### src/rtl/uart_instruction_loader_if.sv
// Instruction-memory halfword write port driven by the boot loader.
// master drives the strobe, address and data; slave is the instruction memory.
interface uart_instruction_loader_if #(
    parameter int ADDR_W = 6
);
    logic              wr_en;
    logic [ADDR_W-1:0] wr_addr;
    logic [15:0]       wr_data;

    modport master (output wr_en, wr_addr, wr_data);
    modport slave  (input  wr_en, wr_addr, wr_data);
endinterface

### src/rtl/uart_instruction_loader.sv
// Boot loader: 8N1 UART image receiver writing instruction memory as halfwords; holds CPU until loaded. Optional LOADER_CHECKSUM_EN adds a trailing XOR check byte.
// Latency: wr_en 1 cycle after the high byte's byte_valid; done/cpu_hold 1 cycle after entering DONE.
// Backpressure: none; the serial line cannot be stalled, memory must accept one write per halfword.
module uart_instruction_loader #(
    parameter int CLKS_PER_BIT        = 868,
    parameter int INSTR_ADDRESS_WIDTH = 6
) (
    input  logic                       clk,
    input  logic                       rst,
    input  logic                       rx,
    uart_instruction_loader_if.master  mem,
    output logic                       cpu_hold,
    output logic                       done,
    output logic                       error
);
    localparam int W     = INSTR_ADDRESS_WIDTH;
    localparam int CNT_W = $clog2(CLKS_PER_BIT);
    localparam logic [CNT_W-1:0] FULL_M1 = CNT_W'(CLKS_PER_BIT - 1);
    localparam logic [CNT_W-1:0] HALF_M1 = CNT_W'(CLKS_PER_BIT / 2 - 1);
    localparam logic [16:0]      CAP     = 17'(2 ** W);

    // ---------------- rx synchroniser ----------------
    logic rx_meta, rx_sync;

    always_ff @(posedge clk or negedge rst) begin
        if (!rst) begin
            rx_meta <= 1'b1;
            rx_sync <= 1'b1;
        end else begin
            rx_meta <= rx;
            rx_sync <= rx_meta;
        end
    end

    // ---------------- UART receiver ----------------
    typedef enum logic [1:0] {RX_IDLE, RX_START, RX_DATA, RX_STOP} rx_state_t;

    rx_state_t        rx_state, rx_state_nxt;
    logic [CNT_W-1:0] clk_cnt, clk_cnt_nxt;
    logic [2:0]       bit_idx, bit_idx_nxt;
    logic [7:0]       shift, shift_nxt;
    logic             byte_vld, byte_vld_nxt;
    logic             frame_err, frame_err_nxt;

    always_ff @(posedge clk or negedge rst) begin
        if (!rst) begin
            rx_state  <= RX_IDLE;
            clk_cnt   <= '0;
            bit_idx   <= '0;
            shift     <= '0;
            byte_vld  <= 1'b0;
            frame_err <= 1'b0;
        end else begin
            rx_state  <= rx_state_nxt;
            clk_cnt   <= clk_cnt_nxt;
            bit_idx   <= bit_idx_nxt;
            shift     <= shift_nxt;
            byte_vld  <= byte_vld_nxt;
            frame_err <= frame_err_nxt;
        end
    end

    always_comb begin
        rx_state_nxt  = rx_state;
        clk_cnt_nxt   = clk_cnt + 1'b1;
        bit_idx_nxt   = bit_idx;
        shift_nxt     = shift;
        byte_vld_nxt  = 1'b0;
        frame_err_nxt = 1'b0;
        case (rx_state)
            RX_IDLE: begin
                clk_cnt_nxt = '0;
                if (!rx_sync) rx_state_nxt = RX_START;
            end
            RX_START: begin
                // Mid-start-bit resample rejects short low glitches.
                if (clk_cnt == HALF_M1) begin
                    clk_cnt_nxt  = '0;
                    bit_idx_nxt  = '0;
                    rx_state_nxt = rx_sync ? RX_IDLE : RX_DATA;
                end
            end
            RX_DATA: begin
                if (clk_cnt == FULL_M1) begin
                    clk_cnt_nxt = '0;
                    shift_nxt   = {rx_sync, shift[7:1]};
                    bit_idx_nxt = bit_idx + 1'b1;
                    if (bit_idx == 3'd7) rx_state_nxt = RX_STOP;
                end
            end
            RX_STOP: begin
                if (clk_cnt == FULL_M1) begin
                    clk_cnt_nxt  = '0;
                    rx_state_nxt = RX_IDLE;
                    if (rx_sync) byte_vld_nxt  = 1'b1;
                    else         frame_err_nxt = 1'b1;
                end
            end
            default: rx_state_nxt = RX_IDLE;
        endcase
    end

    // ---------------- loader FSM ----------------
    typedef enum logic [2:0] {
        LD_LEN_LO, LD_LEN_HI, LD_DATA_LO, LD_DATA_HI, LD_CHECK, LD_DONE, LD_ERROR
    } ld_state_t;

`ifdef LOADER_CHECKSUM_EN
    localparam ld_state_t LD_AFTER_IMG = LD_CHECK;
    logic [7:0] csum, csum_nxt;
`else
    localparam ld_state_t LD_AFTER_IMG = LD_DONE;
`endif

    ld_state_t    ld_state, ld_state_nxt;
    logic [15:0]  count, count_nxt;
    logic [15:0]  count_full;
    logic [W:0]   index, index_nxt, index_inc;
    logic [7:0]   lo, lo_nxt;
    logic         wr_en_q, wr_en_nxt;
    logic [W-1:0] wr_addr_q, wr_addr_nxt;
    logic [15:0]  wr_data_q, wr_data_nxt;

    assign count_full = {shift, count[7:0]};
    assign index_inc  = index + 1'b1;

    always_ff @(posedge clk or negedge rst) begin
        if (!rst) begin
            ld_state  <= LD_LEN_LO;
            count     <= '0;
            index     <= '0;
            lo        <= '0;
            wr_en_q   <= 1'b0;
            wr_addr_q <= '0;
            wr_data_q <= '0;
            done      <= 1'b0;
            cpu_hold  <= 1'b1;
            error     <= 1'b0;
`ifdef LOADER_CHECKSUM_EN
            csum      <= '0;
`endif
        end else begin
            ld_state  <= ld_state_nxt;
            count     <= count_nxt;
            index     <= index_nxt;
            lo        <= lo_nxt;
            wr_en_q   <= wr_en_nxt;
            wr_addr_q <= wr_addr_nxt;
            wr_data_q <= wr_data_nxt;
            done      <= (ld_state == LD_DONE);
            cpu_hold  <= (ld_state != LD_DONE);
            error     <= (ld_state == LD_ERROR);
`ifdef LOADER_CHECKSUM_EN
            csum      <= csum_nxt;
`endif
        end
    end

    always_comb begin
        ld_state_nxt = ld_state;
        count_nxt    = count;
        index_nxt    = index;
        lo_nxt       = lo;
        wr_en_nxt    = 1'b0;
        wr_addr_nxt  = wr_addr_q;
        wr_data_nxt  = wr_data_q;
`ifdef LOADER_CHECKSUM_EN
        csum_nxt     = csum;
`endif
        if (frame_err && ld_state != LD_DONE) begin
            ld_state_nxt = LD_ERROR;
        end else if (byte_vld) begin
            case (ld_state)
                LD_LEN_LO: begin
                    count_nxt    = {8'h00, shift};
                    ld_state_nxt = LD_LEN_HI;
`ifdef LOADER_CHECKSUM_EN
                    csum_nxt     = csum ^ shift;
`endif
                end
                LD_LEN_HI: begin
                    count_nxt = count_full;
                    index_nxt = '0;
                    if (count_full == 16'd0)           ld_state_nxt = LD_AFTER_IMG;
                    else if ({1'b0, count_full} > CAP) ld_state_nxt = LD_ERROR;
                    else                               ld_state_nxt = LD_DATA_LO;
`ifdef LOADER_CHECKSUM_EN
                    csum_nxt = csum ^ shift;
`endif
                end
                LD_DATA_LO: begin
                    lo_nxt       = shift;
                    ld_state_nxt = LD_DATA_HI;
`ifdef LOADER_CHECKSUM_EN
                    csum_nxt     = csum ^ shift;
`endif
                end
                LD_DATA_HI: begin
                    wr_en_nxt    = 1'b1;
                    wr_addr_nxt  = index[W-1:0];
                    wr_data_nxt  = {shift, lo};
                    index_nxt    = index_inc;
                    ld_state_nxt = (16'(index_inc) == count) ? LD_AFTER_IMG : LD_DATA_LO;
`ifdef LOADER_CHECKSUM_EN
                    csum_nxt     = csum ^ shift;
`endif
                end
`ifdef LOADER_CHECKSUM_EN
                LD_CHECK: ld_state_nxt = (shift == csum) ? LD_DONE : LD_ERROR;
`endif
                default: ld_state_nxt = ld_state;
            endcase
        end
    end

    assign mem.wr_en   = wr_en_q;
    assign mem.wr_addr = wr_addr_q;
    assign mem.wr_data = wr_data_q;
endmodule
### src/flat_wrapper.sv
// flat-port wrapper written by rule: the top's interface ports become plain ports
module uart_instruction_loader_flat 
#(
    parameter int CLKS_PER_BIT        = 868,
    parameter int INSTR_ADDRESS_WIDTH = 6
)
  (clk, rst, rx, cpu_hold, done, error, mem_wr_en, mem_wr_addr, mem_wr_data);
  uart_instruction_loader_if mem_i ();
  input  logic clk;
  input  logic rst;
  input  logic rx;
  output logic cpu_hold;
  output logic done;
  output logic error;
  output wire logic [$bits(mem_i.wr_en)-1:0] mem_wr_en;
  output wire logic [$bits(mem_i.wr_addr)-1:0] mem_wr_addr;
  output wire logic [$bits(mem_i.wr_data)-1:0] mem_wr_data;
  assign mem_wr_en = mem_i.wr_en;
  assign mem_wr_addr = mem_i.wr_addr;
  assign mem_wr_data = mem_i.wr_data;
  uart_instruction_loader #(.CLKS_PER_BIT(CLKS_PER_BIT), .INSTR_ADDRESS_WIDTH(INSTR_ADDRESS_WIDTH)) u_core (.clk(clk), .rst(rst), .rx(rx), .mem(mem_i), .cpu_hold(cpu_hold), .done(done), .error(error));
endmodule
### config.mk
export PLATFORM = sky130hd
export DESIGN_NAME = uart_instruction_loader_flat
export DESIGN_NICKNAME = d
export VERILOG_FILES = /design/src/rtl/uart_instruction_loader_if.sv /design/src/rtl/uart_instruction_loader.sv /design/src/flat_wrapper.sv
export SDC_FILE = /design/constraint.sdc
export NUM_CORES = 1
export LEC_CHECK = 0
export CORE_ASPECT_RATIO = 1.2
export CORE_MARGIN = 4
export CORE_UTILIZATION = 55
export CTS_BUF_LIST = sky130_fd_sc_hd__clkbuf_8
export DETAILED_ROUTE_END_ITERATION = 12
export PLACE_DENSITY = 0.71
export SYNTH_ARGS = -nofsm -noshare
export SYNTH_HDL_FRONTEND = slang
export SYNTH_SLANG_ARGS = --single-unit
### constraint.sdc
create_clock -name clk -period 3 [get_ports clk]
set_clock_uncertainty 0.2 [all_clocks]
set_input_delay 0.9 -clock clk [delete_from_list [all_inputs] [get_ports clk]]
set_output_delay 0.9 -clock clk [all_outputs]
set_load 0.1 [all_outputs]
After elaboration in Yosys (flattened, before gate mapping)
Index checks and enable logic that the tools add are counted.

Eq/ne operators: 18. Reductions and logical operators: 19. Magnitude comparators: 1. Add/sub/neg operators: 3. Bitwise gates (word level): 2. Multiplexer cells: 30.

Operators with widths (number): $pmux 16 s2 (1); $pmux 10 s3 (1); $mux 3 (7); $mux 10 (2); $eq 7x16->1 (1); $gt 16x7->1 const B (1); $logic_not 16->1 (1); $reduce_and 3->1 (5); $pmux 7 s2 (1); $mux 2 (6); $pmux 3 s4 (1); $add 10x1->10 const B (1); $eq 10x10->1 const B (1); $eq 10x9->1 const B (1); $eq 3x3->1 const B (3); $mux 1 (9); $ne 2x1->1 const B (4); $pmux 2 s4 (1); $reduce_bool 2->1 (4); $add 7x1->7 const B (1); $eq 3x2->1 const B (2); $pmux 3 s2 (1); $reduce_and 5->1 (1); $reduce_bool 5->1 (1); other kinds (13) (16).

Register bits after elaboration: 87. Word-level logic and storage cells: 92. Bits of input ports: 3. Output and inout port bits: 26.

Depth between registers and ports, before layout
Word-level depth: 6. Depth in mapped cells: 8. Gate-level depth less buffers: 7.

Worst setup path before layout
No wires, ideal clock.

Kind: register -> register. Start point: reg u_core.rx_state[0]. End point: reg u_core.shift[0]. Arrival time: 1836 ps. Buffers on the path: 1. Setup time: 125 ps. Slack: 839 ps. Period minus slack after synthesis: 2161 ps. Data required time: 2675 ps. Cell stages (with the launch flop): 7. Path through: dfrtp_1 > inv_1 > ha_1 > inv_1 > or4_4 > buf_6 > mux2_4.

Cells in the longest elaborated chain, start to end: 2.

RTL lines: start: declaration (line uart_instruction_loader.sv:38) `rx_state_t rx_state, rx_state_nxt;`; start signal: assignment (line uart_instruction_loader.sv:54) `rx_state <= rx_state_nxt;`; $eq 2x2->1 (line uart_instruction_loader.sv:70) `case (rx_state)`; $reduce_and 2->1 (no line); end signal: assignment (line uart_instruction_loader.sv:57) `shift <= shift_nxt;`; end: declaration (line uart_instruction_loader.sv:41) `logic [7:0] shift, shift_nxt;`.

No other way between the ends. A chain may end at the register's enable or synchronous reset.

Worst setup path in the final report
Start point: reg u_core.rx_state[0]. End point: reg u_core.shift[5].

Same word-level chain as after synthesis.

==> metrics.csv <==
stage,metric,value,unit
global_routing,grt_pass1_wl,12500,um
placed_design,hpwl,5090,um
detailed_routing,drc,0,
floorplanning,die_h,102,um
worst_setup_path,crit_path_end,u_core.shift[5]$_DFFE_PN0P_,
detailed_routing,dr.pass1.iters,4,
final_layout,nNetsFinal,390,
global_routing,antenna_found_initial,0,
global_routing,grt_pass1_vias,2543,
cts,postCtsResizedCells,0,
floorplanning,coreArea,6980,sq um
yosys,avgSynthCellArea,11.6,sq um
cts,clk_pin_slew_worst_paths,90,ps
timing,slew_headroom,0.346,
worst_setup_path,critPathLaunch,u_core.rx_state[0]$_DFFE_PN0P_,
detailed_routing,final_antenna_net_count,0,
cts,postCtsSetupBuffers,0,
cts,htree_levels,3,
final_layout,drive_gt1_frac,0.270,
floorplanning,die_x,85.9,um
floorplanning,die_area,8720,sq um
detailed_routing,wl_per_cell,15.5,um
timing,rsz0062_at_grt,false,
cts,numCtsBuffers,9,
timing,final_hold_viol_count,0,
cts,clk_latency,360,ps
min_path,min_path_cells,0,
timing,setup_tns,0,ps
yosys,seq_area_frac_synth,0.544,
worst_setup_path,worstReg2RegEnd,u_core.shift[5]$_DFFE_PN0P_,
yosys,synth_cells,346,
yosys,yosys_register_bits,87,
flow_run,drv_cap,0,
yosys,async_reset_ff_frac,1.00,
timing,final-max-slew-violation-count,0,
detailed_routing,wl,7280,um
placed_design,preCtsSetupSlack,701,ps
global_routing,track_usage,0.184,
cts,tritoncts,done,
yosys,synth_edf_count,0,
worst_setup_path,worst_setup_path_start_kind,flip-flop,
timing,setup_violations,0,
worst_setup_path,cp-end-kind,flip-flop,
timing,fmax,430,MHz
worst_setup_path,r2r-start,u_core.rx_state[0]$_DFFE_PN0P_,
power_and_ir_drop,power.density,451,nW/um^2
min_path,hold_path_class,reg2reg,
worst_setup_path,worstSetupPathType,reg2reg,
detailed_routing,drt_iter0_drc,84,
timing,fin_crit_sh,0.775,
global_routing,grt_max_degree,43,
final_layout,areaGrowthSynthToFinish,12.7,%
final_layout,n_antenna_cell,0,
floorplanning,io_pins,29,
cts,cts_hold_buf,0,
detailed_routing,vias_per_cell,5.50,
timing,period_needed,2330,ps
worst_setup_path,reg2reg_depth,5,
yosys,syn-num-nets,359,
yosys,yosysWarnings,0,
yosys,synth_cell_type_count,51,
yosys,ys.flop_type,dfrtp_1,
worst_setup_path,cp.arrival,2360,ps
worst_setup_path,critPathMaxFanout,8,
timing,fin_ws,675,ps
placed_design,portBuffers,28,
yosys,synth_area,4010,sq um
global_routing,overflow,0,
floorplanning,start_util,0.575,
placed_design,gp_congestion,0.817,
worst_setup_path,cp_data_required_time,3040,ps
power_and_ir_drop,ir_drop,0.340,mV
power_and_ir_drop,p_leak,2.24,nW
timing,worst_slew_pin_slew,978,ps
outcome,status,completed,
worst_setup_path,rrSetupSlack,670,ps
cts,cts_buffer_depth,2,
cts,clock-root-buffer,clkbuf_8,
final_layout,postLayoutCoreUtil,0.647,
detailed_routing,vias,2579,
cts,clock_sinks,87,
floorplanning,rows,33,
cell usage after synthesis, types with 2 or more instances:
cell type | n | area share
xnor2_1 | 10 | 0.022
nand4b_1 | 2 | 0.0044
o211ai_1 | 2 | 0.0037
dfrtp_1 | 84 | 0.52
o21ai_0 | 24 | 0.030
mux2i_1 | 2 | 0.0050
mux2_2 | 39 | 0.11
nand3_1 | 10 | 0.012
and3_1 | 3 | 0.0047
nor3_1 | 7 | 0.0087
nand4_1 | 2 | 0.0031
a21oi_1 | 7 | 0.0087
clkbuf_1 | 6 | 0.0056
nor4_1 | 4 | 0.0062
buf_2 | 4 | 0.0050
nand2_1 | 41 | 0.038
nor3b_1 | 3 | 0.0056
nand2b_1 | 3 | 0.0047
o31ai_1 | 2 | 0.0037
dfstp_2 | 3 | 0.020
a21o_1 | 2 | 0.0037
mux2_4 | 8 | 0.030
nor2b_1 | 4 | 0.0062
ha_1 | 10 | 0.031
xor2_1 | 5 | 0.011
inv_1 | 10 | 0.0094
nor2_1 | 25 | 0.023
flip-flops by register name, indices dropped and copies added (netlist names), named ones only:
register and flops:
u_core.byte_vld 1, u_core.frame_err 1, u_core.clk_cnt 10, u_core.index 7, u_core.done 1, u_core.count 16, u_core.lo 8, u_core.ld_state 3
u_core.cpu_hold 1, u_core.mem.wr_addr 6, u_core.mem.wr_en 1, u_core.rx_meta 1, u_core.error 1, u_core.bit_idx 3, u_core.rx_sync 1, u_core.rx_state 1
u_core.mem.wr_data 16, u_core.shift 8
layout make-up:
class	instances	area, sq um
Sequential cell	87	2180
Inverter	11	41.3
Tap cell	87	109
Clock inverter	7	80.1
Multi-Input combinational cell	236	1730
Timing Repair Buffer	32	255
Clock buffer	9	124
Fill cell	554	2460
cell families (layout without fill, tap and decap cells):
family / count (synthesis) / count (layout) / synth area share
flops: 87 / 87 / 0.544
mux: 49 / 49 / 0.145
xor+xnor: 15 / 15 / 0.0328
fa+ha+maj: 10 / 10 / 0.0312
compound gates: 48 / 48 / 0.0790
buf+inv: 23 / 59 / 0.0250
simple gates: 114 / 114 / 0.144
routing by layer:
metal,wire length [um],up-vias,track usage
li1,-,1266,-
met2,3530,47,0.301
met4,109,0,0.0731
met3,215,9,0.0301
met1,3420,1257,0.246
met5,0,-,0
how the worst min path moves through the flow:
stage                                          end                startpoint
after CTS                 u_core.rx_sync$_DFF_PN1_  u_core.rx_meta$_DFF_PN1_
after global routing      u_core.rx_sync$_DFF_PN1_  u_core.rx_meta$_DFF_PN1_
final                     u_core.rx_sync$_DFF_PN1_  u_core.rx_meta$_DFF_PN1_
after detailed placement  u_core.rx_sync$_DFF_PN1_  u_core.rx_meta$_DFF_PN1_
after global placement    u_core.rx_sync$_DFF_PN1_  u_core.rx_meta$_DFF_PN1_
after floorplan           u_core.rx_sync$_DFF_PN1_  u_core.rx_meta$_DFF_PN1_
layout by cell type (no fill, tap or decap), drive strengths merged, types with 2 or more instances in the layout:
| master | count |
|---|---|
| inv | 12 |
| mux2 | 47 |
| xor2 | 5 |
| o211ai | 2 |
| clkbuf | 9 |
| clkinv | 3 |
| nor2b | 4 |
| buf | 31 |
| o21ai | 24 |
| dfstp | 3 |
| clkinvlp | 2 |
| and3 | 3 |
| mux2i | 2 |
| a21oi | 7 |
| dfrtp | 84 |
| nand4b | 2 |
| nor4 | 4 |
| xnor2 | 10 |
| nand3 | 10 |
| nand4 | 2 |
| a21o | 2 |
| ha | 10 |
| nor3 | 7 |
| o31ai | 2 |
| nand2b | 3 |
| o41ai | 2 |
| nand2 | 41 |
| nor3b | 3 |
| or3b | 2 |
| nor2 | 26 |
| or4 | 2 |
worst max-delay path: stages (launching register included):
cell	delay, ps
dfrtp_1	420
inv_1	150
ha_1	320
inv_1	120
or4_4	660
mux2_4	330
stage by stage:
stage / cells / hold slack [ps] / total power [mW] / instance area, sq um
finish: 469 / 158 / 2.04 / 4520
global route: 469 / 163 / 2.12 / 4520
CTS: 469 / 160 / 2.06 / 4520
detailed placement: 453 / 147 / 1.23 / 4310
global placement: 453 / 146 / 1.23 / 4310
floorplan: 346 / 145 / 1.20 / 4010
report_power, final:
group / switching [mW] / total [mW] / leakage, nW / internal, mW
logic: 0.0220 / 0.0278 / 0.953 / 0.00583
registers: 0.00102 / 1.18 / 1.19 / 1.17
clock network: 0.442 / 0.836 / 0.0964 / 0.393
Note: power is estimated with default switching activity, not from simulation.
==> RTL edit 1, RTL diff (config.mk and constraints unchanged) <==
`CLKS_PER_BIT` is set to 868 in 2 places; all go to 434.
--- a/src/rtl/uart_instruction_loader.sv
+++ b/src/rtl/uart_instruction_loader.sv
@@ -4,3 +4,3 @@
 module uart_instruction_loader #(
-    parameter int CLKS_PER_BIT        = 868,
+    parameter int CLKS_PER_BIT        = 434,
     parameter int INSTR_ADDRESS_WIDTH = 6
--- a/src/flat_wrapper.sv
+++ b/src/flat_wrapper.sv
@@ -3,3 +3,3 @@
 #(
-    parameter int CLKS_PER_BIT        = 868,
+    parameter int CLKS_PER_BIT        = 434,
     parameter int INSTR_ADDRESS_WIDTH = 6
Formal check against the unedited RTL: same outputs for any inputs over 10 cycles, from zero or initial values and one cycle with rst low; that may be too few to reach the edited logic, so the function may still have changed.
==> RTL edit 1 against the original RTL <==
Routed wire length up 4.1%. Area after synthesis decreased by 0.37%. Sequential cell count down 1. Worst setup slack lost 400 ps. Total power shrank 4.3%. Design area is 2.4% lower. Synthesized cell count is 11% higher. Combinational power is 3% lower. Critical endpoint is now u_core.mem.wr_addr[5]. Largest cell class unchanged. Highest routed layer unchanged.
==> RTL edit 1: results (changes against the original RTL) <==
[run_status]
outcome = finished clean

[global_route]
grt_use_total_pct = 19.3  ; +0.85 points
grt_pass1_vias = 2774  ; +9.1%
grt_max_degree = 63  ; +47%
grt_pass1_wl_um = 13000  ; +4.6%

[layout]
fin_cells = 501  ; +6.8%
drive_gt1_share_pct = 18.1  ; -8.8 points
nNetsFinal = 423  ; +8.5%
n_fill_cell = 583  ; +5.2%

[drt]
drt-total-wl_um = 7580  ; +4.1%
drtIter0Drc = 150  ; +79%

[critical_path]
reg2reg_slack_ps = 280  ; -400 ps
worstPathArrival_ps = 2770  ; +410 ps
r2r_end = u_core.mem.wr_addr[5]
timing.rr.start = u_core.ld_state[0]
worstRegToRegCells = 6  ; +1
critPathMaxFanout = 27  ; +19

[placed_design]
place_hpwl_um = 5390  ; +6.0%
routabilityCongestion = 0.848  ; +3.8%
place_ws_ps = 308  ; -392 ps
placed_cells = 485  ; +7.1%

[timing]
whs_ps = 160  ; +1.53 ps
slew_headroom_pct = 33.7  ; -0.89 points

[synthesis]
synth_compound_area_share_pct = 8.02  ; +0.12 points
synth_common_cells = nand2_1, dfrtp_1, mux2_2
synthCells = 385  ; +11%
synth_mux_area_share_pct = 7.77  ; -6.7 points
synth_xor_area_share_pct = 3.07  ; -0.21 points
synth_fp_nets = 399  ; +11%
synth.area.top_cells = dfrtp_1, nand2_1, mux2_2
yosysSeqAreaShare_pct = 54.0  ; -0.42 points
synthAdderAreaFrac_pct = 3.45  ; +0.33 points

[pwr]
ir_drop_uv = 244  ; -28%
power_leakage_nw = 2.31  ; +3.2%

-- RTL edit 1: worst max-delay path, cell delays in order, from the launching register on --
cell and delay (ps):
dfrtp_1 510, and2b_1 340, nand3b_4 180, or2_1 780
clkinv_4 370, nand2_1 170, nand2_1 50
-- RTL edit 1: worst max-delay path by stage --
stage	from	end	slack [ps]	cells after the start
4_1_cts	u_core.ld_state[0]	u_core.mem.wr_addr[5]	260	6
3_3_place_gp	u_core.ld_state[0]	u_core.mem.wr_addr[5]	340	6
6_report	u_core.ld_state[0]	u_core.mem.wr_addr[5]	280	6
5_1_grt	u_core.ld_state[0]	u_core.mem.wr_addr[5]	20	6
3_5_place_dp	u_core.ld_state[0]	u_core.mem.wr_addr[5]	310	6
2_1_floorplan	u_core.mem.wr_addr[0]	mem_wr_addr[0]	1000	0
-- RTL edit 1: final cells by class --
cell class	count	area [sq um]	share of cell area (%)
sequential	86	2160	48.9
multi-input combinational	270	1670	38.0
timing repair buffer	29	233	5.28
clock buffer	10	138	3.12
tap	87	109	2.47
inverter	13	53.8	1.22
clock inverter	6	46.3	1.05
-- RTL edit 1: routing by layer --
| layer | part of all wire [%] | wire [um] | global-route usage (%) | up-vias |
|---|---|---|---|---|
| met5 | 0 | 0 | 0 | - |
| met1 | 42 | 3220 | 22.6 | 1348 |
| met3 | 3.3 | 248 | 3.50 | 14 |
| met2 | 51 | 3900 | 33.8 | 43 |
| met4 | 2.7 | 207 | 9.62 | 0 |
| li1 | - | - | - | 1341 |
-- RTL edit 1: power breakdown --
part | internal (mW) | total, mW | switching [mW] | leakage (nW)
Combinational | 0.00479 | 0.0269 | 0.0222 | 1.03
Clock | 0.331 | 0.762 | 0.431 | 0.100
Sequential | 1.16 | 1.16 | 0.000793 | 1.18
Total | 1.50 | 1.95 | 0.454 | 2.31
==> RTL edit 2, RTL diff (same settings) <==
Without the edit above. Make the reset (`rst`) synchronous in 3 clocked blocks.
--- a/src/rtl/uart_instruction_loader.sv
+++ b/src/rtl/uart_instruction_loader.sv
@@ -24,3 +24,3 @@
 
-    always_ff @(posedge clk or negedge rst) begin
+    always_ff @(posedge clk) begin
         if (!rst) begin
@@ -44,3 +44,3 @@
 
-    always_ff @(posedge clk or negedge rst) begin
+    always_ff @(posedge clk) begin
         if (!rst) begin
@@ -126,3 +126,3 @@
 
-    always_ff @(posedge clk or negedge rst) begin
+    always_ff @(posedge clk) begin
         if (!rst) begin
Behaviour: no difference found for any inputs over 10 cycles, from zero or initial values and one cycle with rst low; that may be too few to reach the edited logic, so the function may still have changed.
==> RTL edit 2 against the original RTL <==
Via count grew 19%. Routed wire length grew 7.7%. Design area shrank 5.7%. Non-clock buffer count grew 2. Area after synthesis shrank 5.3%. Critical path depth grew 1. Sequential cell count is the same. Worst setup slack gained 170 ps.
Power is not compared: it rests on default switching activity, and its combinational part moved more than twofold at a synthesized area within 25%.
==> RTL edit 2: results (changes against the original RTL) <==
[hold_path]
hold_path_depth = 1  ; +1
min_from = u_core.rx_meta
hold_end = u_core.rx_sync

[placed_design]
place_area_sq_um = 4050  ; -6.2%
place_hpwl_um = 5450  ; +7.2%
place_ws_ps = 618  ; -83.3 ps
placed_cells = 537  ; +19%
routabilityCongestion = 0.838  ; +2.6%

[timing]
slew_headroom_pct = 61.5  ; +27 points

[drt]
drt-total-wl_um = 7840  ; +7.7%
drt_pre_antenna_iters = 5  ; +1
vias = 3081  ; +19%
drtIter0Drc = 196  ; +130%

[layout]
nNetsFinal = 476  ; +22%
drive_gt1_share_pct = 12.8  ; -14 points
fin_cells = 552  ; +18%

[synthesis]
synth.area.top_cells = dfxtp_1, nand2_1, a21oi_1
yosysSeqAreaShare_pct = 45.9  ; -8.5 points
synth-async-reset-ratio_pct = 0  ; -100 points
synthCells = 446  ; +29%
synth_common_cells = dfxtp_1, nand2_1, a21oi_1, nor2_1, nand3_1

[global_route]
grt_use_total_pct = 19.2  ; +0.75 points
grt_pass1_wl_um = 13000  ; +4.6%
grt_max_degree = 52  ; +21%
grt_pass1_vias = 2835  ; +11%

[critical_path]
worstRegToRegCells = 6  ; +1
worstPathArrival_ps = 2210  ; -150 ps
reg2reg_slack_ps = 850  ; +170 ps
critPathSlowestCell = nor4_1
timing.rr.start = u_core.index[0]
critPathMaxFanout = 7  ; -1
crit_path_max_incr_delay_ps = 400  ; -260 ps

[die]
start_util_pct = 57.8  ; +0.38 points

[run_status]
outcome = finished clean

==> RTL edit 2: worst max-delay path by stage <==
stage,cells after the start,end,slack [ps],start
final,6,u_core.ld_state[1],850,u_core.index[0]
after global routing,6,u_core.ld_state[1],690,u_core.index[0]
after CTS,6,u_core.ld_state[1],850,u_core.index[0]
after detailed placement,4,u_core.clk_cnt[2],620,rst
after global placement,4,u_core.clk_cnt[2],630,rst
after floorplan,5,u_core.error,920,rst
==> RTL edit 2: per-layer routing <==
metal,GRT usage [%],wire length (um),share of wire [%],up-vias
li1,-,-,-,1551
met1,23.6,3460,44,1456
met2,32.5,3920,50,58
met3,3.51,279,3.6,16
met4,8.79,181,2.3,0
met5,0,0,0,-
==> RTL edit 2: area by class of cell <==
class	count	area [sq um]
fillers	599	2300
multi-input cells	320	1880
flip-flops and latches	87	1740
repair buffers	34	273
clock buffers	9	124
well taps	85	106
clock inverters	6	91.3
inverters	11	41.3
==> RTL edit 2: power breakdown <==
group	internal [mW]	total (mW)	leakage (nW)	switching [mW]
clock	0.472	0.897	0.110	0.425
combinational	0.0398	0.0993	0.772	0.0595
sequential	1.16	1.17	0.701	0.00902
total	1.67	2.17	1.58	0.494
==> RTL edit 2: through the flow <==
stage | power (mW) | hold WS [ps]
finish | 2.17 | 216
global placement | 1.30 | 187
detailed placement | 1.30 | 195
CTS | 2.18 | 216
global route | 2.24 | 223
floorplan | 1.27 | 186
==> RTL edit 2: logic make-up (layout without fill, tap and decap cells) <==
group / Yosys count / in the layout / share of synthesized area, %
mux: 21 / 21 / 5.54
buf+inv: 39 / 60 / 4.51
fa+ha+maj: 10 / 10 / 3.29
simple gates: 193 / 193 / 24.9
flops: 87 / 87 / 45.9
compound gates: 81 / 81 / 12.4
xor+xnor: 15 / 15 / 3.46
